File: src/rtl/request_decoder3to8_pkg.sv
// Shared types and widths for the request grant decoder.
package request_decoder3to8_pkg;

   localparam int unsigned CODE_W     = 3;
   localparam int unsigned GRANT_W    = 8;
   localparam int unsigned HOLD_CNT_W = 8;
   localparam int unsigned GAP_CNT_W  = 4;

   typedef enum logic [1:0] {
      IDLE  = 2'd0,
      GRANT = 2'd1,
      GAP   = 2'd2
   } state_t;

endpackage : request_decoder3to8_pkg

File: src/rtl/decoder3to8.sv
// Combinational 3-to-8 one-hot decoder with enable.
module decoder3to8
   import request_decoder3to8_pkg::*;
(
   input  logic [CODE_W-1:0]  idx,
   input  logic               en,
   output logic [GRANT_W-1:0] onehot_c
);

   // Drive a single bit selected by idx when enabled.
   always_comb begin
      onehot_c = '0;
      if (en) begin
         onehot_c[idx] = 1'b1;
      end
   end

endmodule : decoder3to8

File: src/rtl/request_decoder3to8.sv
// Registered one-hot grant with ack/timeout release and a fixed dead gap.
module request_decoder3to8
   import request_decoder3to8_pkg::*;
#(
   parameter int unsigned TIMEOUT    = 16,
   parameter int unsigned GAP_CYCLES = 1
) (
   input  logic               clk,
   input  logic               rst_n,
   input  logic [CODE_W-1:0]  y,
   input  logic               z,
   output logic               in_ready,
   input  logic               ack,
   output logic [GRANT_W-1:0] grant,
   output logic               grant_valid,
   output logic [CODE_W-1:0]  last_code,
   output logic               timeout_pulse,
   output logic               timeout_err,
   input  logic               err_clr
);

   localparam logic [HOLD_CNT_W-1:0] HOLD_LAST = HOLD_CNT_W'(TIMEOUT - 1);
   localparam logic [GAP_CNT_W-1:0]  GAP_LAST  = GAP_CNT_W'(GAP_CYCLES - 1);

   state_t                  state, state_d;
   logic [HOLD_CNT_W-1:0]   hold_cnt, hold_cnt_d;
   logic [GAP_CNT_W-1:0]    gap_cnt, gap_cnt_d;
   logic [GRANT_W-1:0]      grant_d;
   logic                    grant_valid_d;
   logic [CODE_W-1:0]       last_code_d;
   logic                    timeout_pulse_d;
   logic                    timeout_err_d;
   logic [GRANT_W-1:0]      dec_onehot_c;

   // Requests are only taken while idle.
   assign in_ready = (state == IDLE);

   decoder3to8 u_decoder (
      .idx      (y),
      .en       (z & in_ready),
      .onehot_c (dec_onehot_c)
   );

   // Next-state and next-output logic.
   always_comb begin
      state_d         = state;
      hold_cnt_d      = hold_cnt;
      gap_cnt_d       = gap_cnt;
      grant_d         = grant;
      last_code_d     = last_code;
      timeout_pulse_d = 1'b0;
      timeout_err_d   = err_clr ? 1'b0 : timeout_err;

      case (state)
         IDLE: begin
            if (z) begin
               state_d     = GRANT;
               grant_d     = dec_onehot_c;
               last_code_d = y;
               hold_cnt_d  = '0;
            end
         end
         GRANT: begin
            if (ack) begin
               state_d   = GAP;
               grant_d   = '0;
               gap_cnt_d = '0;
            end else if (hold_cnt == HOLD_LAST) begin
               state_d         = GAP;
               grant_d         = '0;
               gap_cnt_d       = '0;
               timeout_pulse_d = 1'b1;
               timeout_err_d   = 1'b1;
            end else begin
               hold_cnt_d = hold_cnt + HOLD_CNT_W'(1);
            end
         end
         GAP: begin
            if (gap_cnt == GAP_LAST) begin
               state_d = IDLE;
            end else begin
               gap_cnt_d = gap_cnt + GAP_CNT_W'(1);
            end
         end
         default: begin
            state_d = IDLE;
            grant_d = '0;
         end
      endcase

      grant_valid_d = |grant_d;
   end

   // State, counters and registered outputs.
   always_ff @(posedge clk or negedge rst_n) begin
      if (!rst_n) begin
         state         <= IDLE;
         hold_cnt      <= '0;
         gap_cnt       <= '0;
         grant         <= '0;
         grant_valid   <= 1'b0;
         last_code     <= '0;
         timeout_pulse <= 1'b0;
         timeout_err   <= 1'b0;
      end else begin
         state         <= state_d;
         hold_cnt      <= hold_cnt_d;
         gap_cnt       <= gap_cnt_d;
         grant         <= grant_d;
         grant_valid   <= grant_valid_d;
         last_code     <= last_code_d;
         timeout_pulse <= timeout_pulse_d;
         timeout_err   <= timeout_err_d;
      end
   end

endmodule : request_decoder3to8

File: config.mk
export PLATFORM = sky130hd
export DESIGN_NAME = request_decoder3to8
export DESIGN_NICKNAME = d
export VERILOG_FILES = /design/src/rtl/request_decoder3to8_pkg.sv /design/src/rtl/decoder3to8.sv /design/src/rtl/request_decoder3to8.sv
export SDC_FILE = /design/constraint.sdc
export NUM_CORES = 1
export LEC_CHECK = 0
export ABC_AREA = 1
export CELL_PAD_IN_SITES_DETAIL_PLACEMENT = 0
export CELL_PAD_IN_SITES_GLOBAL_PLACEMENT = 2
export CORE_UTILIZATION = 31
export CTS_BUF_LIST = sky130_fd_sc_hd__clkbuf_8
export DETAILED_ROUTE_END_ITERATION = 10
export DONT_BUFFER_PORTS = 1
export PLACE_DENSITY = 0.71
export SYNTH_ARGS = -nofsm -noshare
export SYNTH_HDL_FRONTEND = slang
export SYNTH_SLANG_ARGS = --single-unit
File: constraint.sdc
create_clock -name clk -period 2.08 [get_ports clk]
set_input_delay 0.416 -clock clk [delete_from_list [all_inputs] [get_ports clk]]
set_output_delay 0.416 -clock clk [all_outputs]
set_load 0.03 [all_outputs]
### Yosys cells after proc, flatten, opt, wreduce, memory -nomap -nowiden

Index checks and enable logic that the tools add are counted.

| storage, ports and cells | value |
|---|---|
| bits in registers | 28 |
| output and inout port bits | 15 |
| word-level logic and storage cells | 59 |

| operators by class | value |
|---|---|
| add/sub/neg operators | 2 |
| $lt $le $gt $ge | 2 |
| eq/ne operators | 9 |
| muxes and demuxes | 27 |
| bitwise gates (word level) | 1 |
| reductions and logical operators | 10 |

Operators with widths:

| cell | count |
|---|---|
| 8-bit two-way mux | 7 |
| 8-bit case mux with 3 select lines | 1 |
| 8-bit case mux with 2 select lines | 1 |
| 4-bit two-way mux | 3 |
| 2-bit != test, second input constant | 5 |
| 8-bit by 1-bit adder with 8-bit output, second input constant | 1 |
| 8-bit by 4-bit == test with 1-bit output, second input constant | 1 |
| 1-bit two-way mux | 8 |
| 2-bit two-way mux | 4 |
| 4-bit case mux with 2 select lines | 1 |
| 8-bit OR reduction | 1 |
| 2-bit case mux with 3 select lines | 1 |
| 3-bit AND reduction | 2 |
| 4-bit by 1-bit adder with 4-bit output, second input constant | 1 |
| 4-bit logical NOT | 1 |
| 3-bit by 4-bit less-than comparator with 1-bit output, second input constant | 1 |
| 4-bit AND reduction | 1 |
| 2-bit nonzero test | 2 |
| 1-bit demux with 3-bit select | 1 |
| 3-bit by 1-bit >= comparator with 1-bit output, second input constant | 1 |
| 3-bit != test, second input constant | 1 |
| 2-bit by 1-bit == test with 1-bit output, second input constant | 1 |
| 2-bit == test, second input constant | 1 |
| 2-bit logical NOT | 1 |
| other kinds (3) | 3 |

### Longest topological paths before layout

Gate-level depths: netlist of run 1.

| depth | value |
|---|---|
| depth after elaboration | 8 |
| gate-level depth with buffers | 9 |

### Cells and area by module

Synthesis of run 1 repeated with hierarchy kept, for this count alone.

| unflattened totals | value |
|---|---|
| cell total of the unflattened synthesis | 206 |
| area, all modules | 1546.5 µm² |

Modules (own cells, without submodules):

| module | instances | cells each | area an instance (µm²) |
|---|---|---|---|
| request_decoder3to8 | 1 | 189 | 1482.7 |
| decoder3to8 | 1 | 17 | 63.8 |

### Worst setup path before layout of run 1

Ideal clock, no wire load.

| timing path | value |
|---|---|
| path type | reg2reg |
| from | register state[0] |
| to | register grant_valid |
| library setup time | 65 ps |
| arrival time | 1636 ps |
| required time | 2015 ps |
| slack | 379 ps |
| cell stages (with the launch flop) | 10 |
| path buffers | 0 |
| clock period less this slack | 1701 ps |
| cell sequence | dfrtp_1 nor2_1 nand2_2 nor2_1 nor2_1 nor2_1 nand2_1 nand2_1 nor2_1 nand2_1 |

| on the way | value |
|---|---|
| longest elaborated chain between the ends | 6 |
| elaborated cells on any way between the ends | 8 |
| those cells by class | 2 x eq/ne; 3 x mux; 1 x bitwise; 2 x reduce/logical |

RTL lines:

| what | RTL line | text |
|---|---|---|
| start: declaration | request_decoder3to8.sv:25 | `state_t state, state_d;` |
| start signal: assignment | request_decoder3to8.sv:106 | `state <= state_d;` |
| 2-bit logical NOT (*) | request_decoder3to8.sv:36 | `assign in_ready = (state == IDLE);` |
| named net in_ready | request_decoder3to8.sv:12 | `output logic in_ready,` |
| 1-bit AND | request_decoder3to8.sv:40 | `.en (z & in_ready),` |
| 8-bit two-way mux | decoder3to8.sv:13 | `if (en) begin` |
| 8-bit two-way mux | request_decoder3to8.sv:56 | `if (z) begin` |
| 8-bit case mux with 3 select lines (*) | request_decoder3to8.sv:54 | `case (state)` |
| 8-bit OR reduction (*) | request_decoder3to8.sv:91 | `grant_valid_d = \|grant_d;` |
| named net grant_valid_d | request_decoder3to8.sv:29 | `logic grant_valid_d;` |
| end signal: assignment | request_decoder3to8.sv:110 | `grant_valid <= grant_valid_d;` |
| end: declaration | request_decoder3to8.sv:15 | `output logic grant_valid,` |

Mark *: on every way through the listed nets, which the timed path passes. The rest lies on a longest branch.
A chain may end at the register's enable or synchronous reset.

### Worst setup path after layout of run 1

| timing path | value |
|---|---|
| from | register hold_cnt[0] |
| to | register hold_cnt[4] |

| on the way | value |
|---|---|
| longest elaborated chain between the ends | 4 |
| elaborated cells on any way between the ends | 7 |
| those cells by class | 1 x add/sub; 2 x eq/ne; 3 x mux; 1 x reduce/logical |

RTL lines:

| what | RTL line | text |
|---|---|---|
| start: declaration | request_decoder3to8.sv:26 | `logic [HOLD_CNT_W-1:0] hold_cnt, hold_cnt_d;` |
| start signal: assignment | request_decoder3to8.sv:107 | `hold_cnt <= hold_cnt_d;` |
| 8-bit by 1-bit adder with 8-bit output | request_decoder3to8.sv:75 | `hold_cnt_d = hold_cnt + HOLD_CNT_W'(1);` |
| 8-bit two-way mux | request_decoder3to8.sv:68 | `end else if (hold_cnt == HOLD_LAST) begin` |
| 8-bit two-way mux | request_decoder3to8.sv:64 | `if (ack) begin` |
| 8-bit case mux with 2 select lines | request_decoder3to8.sv:54 |  |

Parallel ways exist; a longest one is shown, timed or not. The select of a mux whose other input is x is not followed.

==> results of run 1 <==
==> per-layer routing <==
metal | track usage, % | vias up
li1 | - | 636
met1 | 20.59 | 573
met2 | 21.17 | 34
met3 | 2.672 | 2
met4 | 4.575 | 0
met5 | 0 | -
==> flip-flops by register name, summed over array words and instances (netlist names) <==
signal	count
grant	8
hold_cnt	8
gap_cnt	4
last_code	3
state	2
grant_valid	1
timeout_err	1
timeout_pulse	1
==> layout make-up <==
type | instances | share of cell area (%)
well taps | 67 | 4.963
inverters | 33 | 7.333
clock buffers | 3 | 2.444
clock inverters | 1 | 1.778
repair buffers | 3 | 2.222
multi-input cells | 136 | 39.78
flip-flops and latches | 28 | 41.48
==> synth_stat cells (2+ instances only) <==
library cell,number,area share [%]
o22ai_1,2,0.83
nor2_1,35,8.7
o21ai_1,2,0.66
xor2_1,3,1.7
o21ai_2,2,1.2
nand2_1,40,9.9
a21oi_1,3,0.99
dfrtp_1,28,46
nand4_1,2,0.83
ha_1,3,2.5
inv_1,33,8.2
o21ai_0,9,3.0
nor3_1,5,1.7
nand3_1,21,6.9
nand2_4,2,1.5
==> path summary, 6_finish.rpt <==
kind | from | end | slack [ps] | depth (start not counted)
max in group asynchronous | rst_n | state[1] | 1350 | 2
min in group asynchronous | rst_n | last_code[2] | 560 | 2
setup / recovery | hold_cnt[0] | hold_cnt[4] | 350 | 7
hold reg to reg | gap_cnt[2] | gap_cnt[2] | 500 | 1
hold / removal | err_clr | timeout_err | 220 | 1
setup reg to reg | hold_cnt[0] | hold_cnt[4] | 350 | 7
==> metrics by stage <==
step           power (mW)  area, um2  instances
2_1_floorplan       1.259       1514        199
3_3_place_gp        1.373       1588        265
3_5_place_dp        1.372       1588        265
4_1_cts             1.833       1689        271
5_1_grt             1.956       1689        271
6_report            1.811       1689        271
==> power breakdown <==
group / total (mW) / internal, mW / leakage [nW] / switching (mW)
sequential: 0.813 / 0.634 / 0.381 / 0.180
clock: 0.438 / 0.258 / 0.0357 / 0.180
combinational: 0.560 / 0.170 / 0.478 / 0.390
total: 1.81 / 1.06 / 0.894 / 0.749
==> cell families (layout without fill, tap and decap cells) <==
family	after synthesis	after routing
and+or+nand+nor	108	108
buffers and inverters	35	40
xor gates and xnor gates	3	3
AOI/OAI and AO/OA	22	22
adders and majority gates	3	3
DFF	28	28
==> critical path: cells and delay by family (launching register included) <==
| family | cells | cell delay, ps |
|---|---|---|
| compound gates | 3 | 610 |
| simple gates | 3 | 440 |
| flops | 1 | 390 |
| fa+ha+maj | 1 | 230 |
==> timing repair <==
action / 4_1_cts / 5_1_grt
hold endpoints to repair: 28 / 0
hold buffers: 2 / 0
resized for setup: 0 / 0
==> impl_metrics.toml, run 1 <==
[detailed_routing]
wl_met1_um = 1706
route.met2.wl_um = 1409
wl_met3_um = 125
drtAntennaViolNets = 0
via_count = 1245
routed_wl_um = 3267
drtIter0Drc = 106
wl_per_cell_um = 12.06
highest_layer = "met4"
drt_drc_violations_left = 0
drt_pass1_iterations = 4
vias_per_cell = 4.594

[power]
power_density_mw_per_mm2 = 1072
p_leak_nw = 0.8943
vdd_drop_max_v = 0.0003741

[global_routing]
grt_max_degree = 29
overflow = 0
grt_pass1_vias = 1218
grt_util_all_layers_pct = 14.15
grt_antenna_before_repair = 0
grt_pass1_wl_um = 5664

[yosys]
yosysWarnings = 0
seq_area_frac_synth_pct = 46.28
syn-cell-area_mm2 = 0.001514
synth_nets = 210
ys.flop_type = "dfrtp_1"
synth_top_family_by_area = "simple AND/OR/NAND/NOR gates"
syn_area_per_cell_um2 = 7.608
synth-simple-area-share_pct = 30.99
synth-edff-count = 0
synthXorXnorAreaFrac_pct = 1.736
ys_ff_latch = 28
synth_fa_ha_area_share_pct = 2.479
muxShareOfSynthArea_pct = 0
synth-compound-area-share_pct = 9.174
synth.distinct_cells = 24
async_flop_share_pct = 100.0
syn_inst = 199

[placement]
dpl.hpwl_um = 2424
post-place-ws_ps = 361.1
place.gp.congestion = 0.7794
port_buffers = 0

[timing]
hold_violations = 0
drv_slew = 0
worst_pin_slew_ps = 458.2
holdWs_ps = 215.8
max_freq_ghz = 0.5782
setup_ws_ps = 350.4
fin_tns_setup_ps = 0
min_period_ps = 1730
grt_setup_unrepaired = "no"
relSlewSlack_pct = 69.34
setup_viol = 0
clock_skew_ps = 9.941
fin_crit_sh_pct = 83.16

[die]
die_w_um = 71.89
start_util_pct = 32.05
core_area_mm2 = 0.004723
die-area_mm2 = 0.005167
ios = 23
num_rows = 25
dieHeight_um = 71.89

[min_path]
min-delay-path-class = "in2reg"

[clock_tree]
cts_max_level = 1
cts_max_path_buffers = 2
path_clk_slew_ps = 110
insertion_delay_ps = 280
cts_buffers = 3
cts_setup_buffers = 0
cts_tree = "yes"
cts_sinks = 28
root_buffer = "clkbuf_8"

[critical_path]
worstPathArrival_ps = 1930
cpPeakStageDelay_ps = 390
cp.required_ps = 2280
cp_max_fo = 13
critPathLaunchType = "flip-flop"
crit_chain = "ha_1 -> nand3_2 -> o21ai_4 -> nand2_4 -> nand2_1 -> o21ai_0 -> a21oi_1"
path_class = "reg2reg"
slowest_stage = "dfrtp_1"
end_kind = "flip-flop"

[cells_and_area]
drive_gt1_share_pct = 7.353
multi_input_area_um2 = 671.9
nets = 216
antenna_cells = 0
final_common_cell = "nand2_1"
seq_area_um2 = 700.7
fill_cells = 500
final_cell_mix = "nand2_1 (40), nor2_1 (35), inv_1 (33), dfrtp_1 (28), nand3_1 (21)"
utilization_pct = 35.76
area_growth_syn_to_layout_pct = 11.57

[run_status]
status = "completed"

[job]
cap_violations = 0
No activity file was read; power rests on OpenSTA's default activity.
==> run 2: changes to the inputs <==
--- a/config.mk
+++ b/config.mk
@@ -12,7 +12,7 @@
 export CTS_BUF_LIST = sky130_fd_sc_hd__clkbuf_8
 export DETAILED_ROUTE_END_ITERATION = 10
 export DONT_BUFFER_PORTS = 1
-export PLACE_DENSITY = 0.71
+export PLACE_DENSITY = 0.74
 export SYNTH_ARGS = -nofsm -noshare
 export SYNTH_HDL_FRONTEND = slang
 export SYNTH_SLANG_ARGS = --single-unit
==> constraint.sdc (replaced) <==
create_clock -name clk -period 1.5 [get_ports clk]
set_input_delay 0.3 -clock clk [delete_from_list [all_inputs] [get_ports clk]]
set_output_delay 0.3 -clock clk [all_outputs]
set_load 0.03 [all_outputs]
==> impl_metrics.toml, run 2 (synthesized netlist as in run 1, its figures left out) <==
[run_status]
status = "finished, violations left"
violations = "setup timing"

[critical_path]
r2r_cells = 8
worst-path-buf-inv = 1
path_class = "reg2reg"
reg2reg_to = "hold_cnt[3]"
cpPeakStageDelay_ps = 410
cp.required_ps = 1670
r2r-start = "hold_cnt[0]"
worstPathArrival_ps = 1700
crit_chain = "ha_4 -> nand3_4 -> o21ai_4 -> buf_4 -> nand2_8 -> nand2_1 -> xor2_1 -> nor2_1"
end_kind = "flip-flop"
critPathLaunchType = "flip-flop"
slowest_stage = "dfrtp_1"
r2r_slack_ps = -30
cp_max_fo = 11
critical-path-top-delay-family = "flip-flops"

[placement]
dpl.hpwl_um = 2611
post-place-ws_ps = -44.60
dp.cells = 283
place.gp.congestion = 0.8059
placed_cell_area_mm2 = 0.001743
port_buffers = 0

[power]
p_leak_nw = 1.017
pwr-share-comb_pct = 41.1
switchingPower_mw = 1.159
internal_power_mw = 1.572
clkPwrFrac_pct = 17.3
power_density_mw_per_mm2 = 1410
seqPwrFrac_pct = 41.6
vdd_drop_max_v = 0.0007025
swShare_pct = 42.45

[detailed_routing]
vias_per_cell = 4.505
via_count = 1311
routed_wl_um = 3476
drt_drc_violations_left = 0
wl_met1_um = 1759
route.met2.wl_um = 1485
wl_met3_um = 190
wl_per_cell_um = 11.95
drtAntennaViolNets = 0
highest_layer = "met4"
drtIter0Drc = 88
drt_pass1_iterations = 4

[global_routing]
grt_pass1_wl_um = 5885
grt_antenna_before_repair = 0
overflow = 0
grt_pass1_vias = 1232
grt_max_degree = 29
grt_util_all_layers_pct = 14.85

[timing]
worst_pin_slew_ps = 357.2
setup_ws_ps = -27.05
min_period_ps = 1527
clock_skew_ps = 7.365
fin_crit_sh_pct = 101.8
grt_setup_unrepaired = "yes"
fin_tns_setup_ps = -42.09
drv_slew = 0
relSlewSlack_pct = 76.19
setup_viol = 2
max_freq_ghz = 0.6549
hold_violations = 0

[cells_and_area]
reg_top3 = "grant (8), hold_cnt (8), gap_cnt (4)"
fin_area_mm2 = 0.001937
stdcell_count = 291
fill_cells = 506
area_growth_syn_to_layout_pct = 27.93
antenna_cells = 0
multi_input_area_um2 = 765.7
final_cell_mix = "nand2_1 (35), inv_1 (32), nor2_1 (29), dfrtp_1 (28)"
nets = 236
final_common_cell = "nand2_1"
seq_area_um2 = 700.7
drive_gt1_share_pct = 22.77

[die]
start_util_pct = 32.05
dieHeight_um = 71.89
die_w_um = 71.89
core_area_mm2 = 0.004723
die-area_mm2 = 0.005167
ios = 23
num_rows = 25

[clock_tree]
cts_buffers = 3
root_buffer = "clkbuf_8"
cts_max_level = 1
insertion_delay_ps = 270
cts_tree = "yes"
path_clk_slew_ps = 90
cts_sinks = 28
cts_max_path_buffers = 2

[job]
cap_violations = 0

[min_path]
min_path_cells = 1
min_to = "timeout_err"
min-delay-path-class = "in2reg"
min_from = "err_clr"
-- run 2: worst max path at each step --
stage               cells past startpoint          end  slack, ps   startpoint
floorplan                               7  hold_cnt[5]          3  hold_cnt[0]
global placement                        9  grant_valid        -40  hold_cnt[0]
detailed placement                      9  grant_valid        -40  hold_cnt[0]
CTS                                     9  grant_valid          4  hold_cnt[6]
global route                            9  grant_valid       -150  hold_cnt[0]
finish                                  8  hold_cnt[3]        -30  hold_cnt[0]
-- run 2: timing repair --
| item | CTS | global route |
|---|---|---|
| hold buffers | 2 | 0 |
| endpoints found under the setup margin | 6 | 13 |
| endpoints found under the hold margin | 28 | 0 |
| cloned | 0 | 0 |
| gates resized for setup | 7 | 17 |
| buffers inserted | 1 | 1 |
| pin swaps | 5 | 7 |
-- run 2: layout make-up --
type                       instances  area share (%)
clock buffer                       4           2.842
tap                               67           4.328
sequential                        28           36.18
multi-input combinational        136           39.53
inverter                          33           6.395
timing repair buffer              23           10.72
-- run 2: stage by stage --
stage | hold slack, ps | util, % | total power, mW
2_1_floorplan | 4.409 | - | 1.767
3_3_place_gp | 5.223 | 36.90 | 2.082
3_5_place_dp | 5.170 | 36.90 | 2.092
4_1_cts | 105.8 | 39.58 | 2.664
5_1_grt | 108.1 | 41.01 | 2.947
6_report | 113.3 | 41.01 | 2.731
-- run 2: per-layer routing --
metal / global-route usage [%] / vias up
met5: 0 / -
met4: 4.575 / 0
met3: 3.235 / 4
met2: 22.75 / 27
met1: 20.95 / 605
li1: - / 675
-- run 2: power by group through the flow --
stage / sequential, mW / combinational [mW] / clock [mW]
final: 1.14 / 1.12 / 0.473
after global routing: 1.16 / 1.26 / 0.529
after CTS: 1.13 / 1.03 / 0.500
after detailed placement: 1.14 / 0.950 / 0
after floorplan: 1.13 / 0.634 / 0
after global placement: 1.14 / 0.947 / 0
==> run 3: changes to the inputs <==
--- a/config.mk
+++ b/config.mk
@@ -8,11 +8,11 @@
 export ABC_AREA = 1
 export CELL_PAD_IN_SITES_DETAIL_PLACEMENT = 0
 export CELL_PAD_IN_SITES_GLOBAL_PLACEMENT = 2
-export CORE_UTILIZATION = 31
+export CORE_UTILIZATION = 34
 export CTS_BUF_LIST = sky130_fd_sc_hd__clkbuf_8
 export DETAILED_ROUTE_END_ITERATION = 10
 export DONT_BUFFER_PORTS = 1
-export PLACE_DENSITY = 0.74
+export PLACE_DENSITY = 0.79
 export SYNTH_ARGS = -nofsm -noshare
 export SYNTH_HDL_FRONTEND = slang
 export SYNTH_SLANG_ARGS = --single-unit
==> impl_metrics.toml, run 3 (synthesized netlist as in run 1, its figures left out) <==
[detailed_routing]
drt_drc_violations_left = 0
via_count = 1309
drtAntennaViolNets = 0
drtIter0Drc = 55
wl_per_cell_um = 12.82
drt_pass1_iterations = 4
vias_per_cell = 4.743
routed_wl_um = 3538

[timing]
setup_viol = 2
fin_tns_setup_ps = -43.87
clock_skew_ps = 4.163
min_period_ps = 1541
grt_setup_unrepaired = "yes"
drv_slew = 0
setup_ws_ps = -40.71
max_freq_ghz = 0.6491
hold_violations = 0
worst_pin_slew_ps = 362.4
fin_crit_sh_pct = 102.7
relSlewSlack_pct = 75.58

[cells_and_area]
nets = 239
reg_top3 = "grant (8), hold_cnt (8), gap_cnt (4)"
stdcell_count = 276
final_cell_mix = "nand2_1 (36), inv_1 (31), nor2_1 (29), dfrtp_1 (28), buf_4 (21)"
antenna_cells = 0
drive_gt1_share_pct = 24.34
final_common_cell = "nand2_1"
area_growth_syn_to_layout_pct = 26.36
fin_area_mm2 = 0.001913

[power]
vdd_drop_max_v = 0.0005068
p_leak_nw = 1.020
power_density_mw_per_mm2 = 1364
power_mw = 2.610

[clock_tree]
insertion_delay_ps = 270
path_clk_slew_ps = 90
cts_buffers = 3
cts_tree = "yes"
root_buffer = "clkbuf_8"
cts_max_path_buffers = 2
cts_max_level = 1
cts_sinks = 28

[die]
core_area_mm2 = 0.004144
num_rows = 23
die_w_um = 68.73
die-area_mm2 = 0.004724
start_util_pct = 36.53
dieHeight_um = 68.73
ios = 23

[critical_path]
end_kind = "flip-flop"
r2r-start = "hold_cnt[0]"
worstPathArrival_ps = 1700
critPathLaunchType = "flip-flop"
cp-startpoint = "hold_cnt[0]"
cp.required_ps = 1660
cp_max_fo = 7
path_class = "reg2reg"

[job]
cap_violations = 0

[global_routing]
grt_util_all_layers_pct = 16.93
grt_max_degree = 29
grt_antenna_before_repair = 0
grt_pass1_wl_um = 5844
grt_pass1_vias = 1306
overflow = 0

[placement]
dpl.hpwl_um = 2630
place.gp.congestion = 0.8018
port_buffers = 0
placed_cell_area_mm2 = 0.001699
dp.cells = 263

[min_path]
min-delay-path-class = "in2reg"
min_from = "err_clr"

[run_status]
violations = "setup timing"
status = "finished, violations left"
run 3: final timing paths:
check | slack, ps | cells past startpoint | to
max | -40 | 9 | grant_valid
min | 130 | 1 | timeout_err
max reg2reg | -40 | 9 | grant_valid
min reg2reg | 500 | 1 | gap_cnt[2]
max in group asynchronous | 870 | 2 | grant[5]
min in group asynchronous | 480 | 2 | timeout_pulse
run 3: final cells by class:
cell class	instances	area [um2]
timing repair buffer	26	230.2
inverter	33	123.9
sequential	28	700.7
fill	431	2231
clock buffer	3	41.29
multi-input combinational	136	754.5
tap	50	62.56
run 3: layer usage:
metal	wire length, um	vias to the layer above	global-route usage [%]	share of wire (%)
met3	111	2	2.467	3.1
met4	21	0	3.827	0.59
li1	-	683	-	-
met2	1806	21	29.78	51
met1	1598	603	21.75	45
met5	0	-	0	0
run 3: report_power, final:
part / internal (mW) / switching, mW / leakage (nW) / total [mW]
Combinational: 0.433 / 0.644 / 0.618 / 1.08
Clock: 0.180 / 0.223 / 0.0216 / 0.403
Sequential: 0.879 / 0.251 / 0.381 / 1.13
run 3: critical path, stage by stage, from the launching register on:
cell	delay (ps)
dfrtp_1	370
ha_2	190
nand3_2	110
o21ai_4	220
buf_12	150
nand2_4	60
a21oi_4	130
nand2_1	60
nor2_1	80
nand2_1	60
run 3: repair_timing:
action	in CTS	in global routing
hold buffers	2	0
hold endpoints to repair	28	0
pin swaps	3	7
endpoints found under the setup margin	6	14
setup buffers	7	1
gates resized for setup	6	19
run 3: stage by stage:
stage	hold WS (ps)	worst slack [ps]	utilization (%)
5_1_grt	115.8	-145.6	46.17
6_report	126.4	-40.71	46.17
2_1_floorplan	4.409	3.489	-
4_1_cts	120.9	-6.477	44.38
3_3_place_gp	4.971	-25.36	41.00
3_5_place_dp	4.997	-26.51	41.00
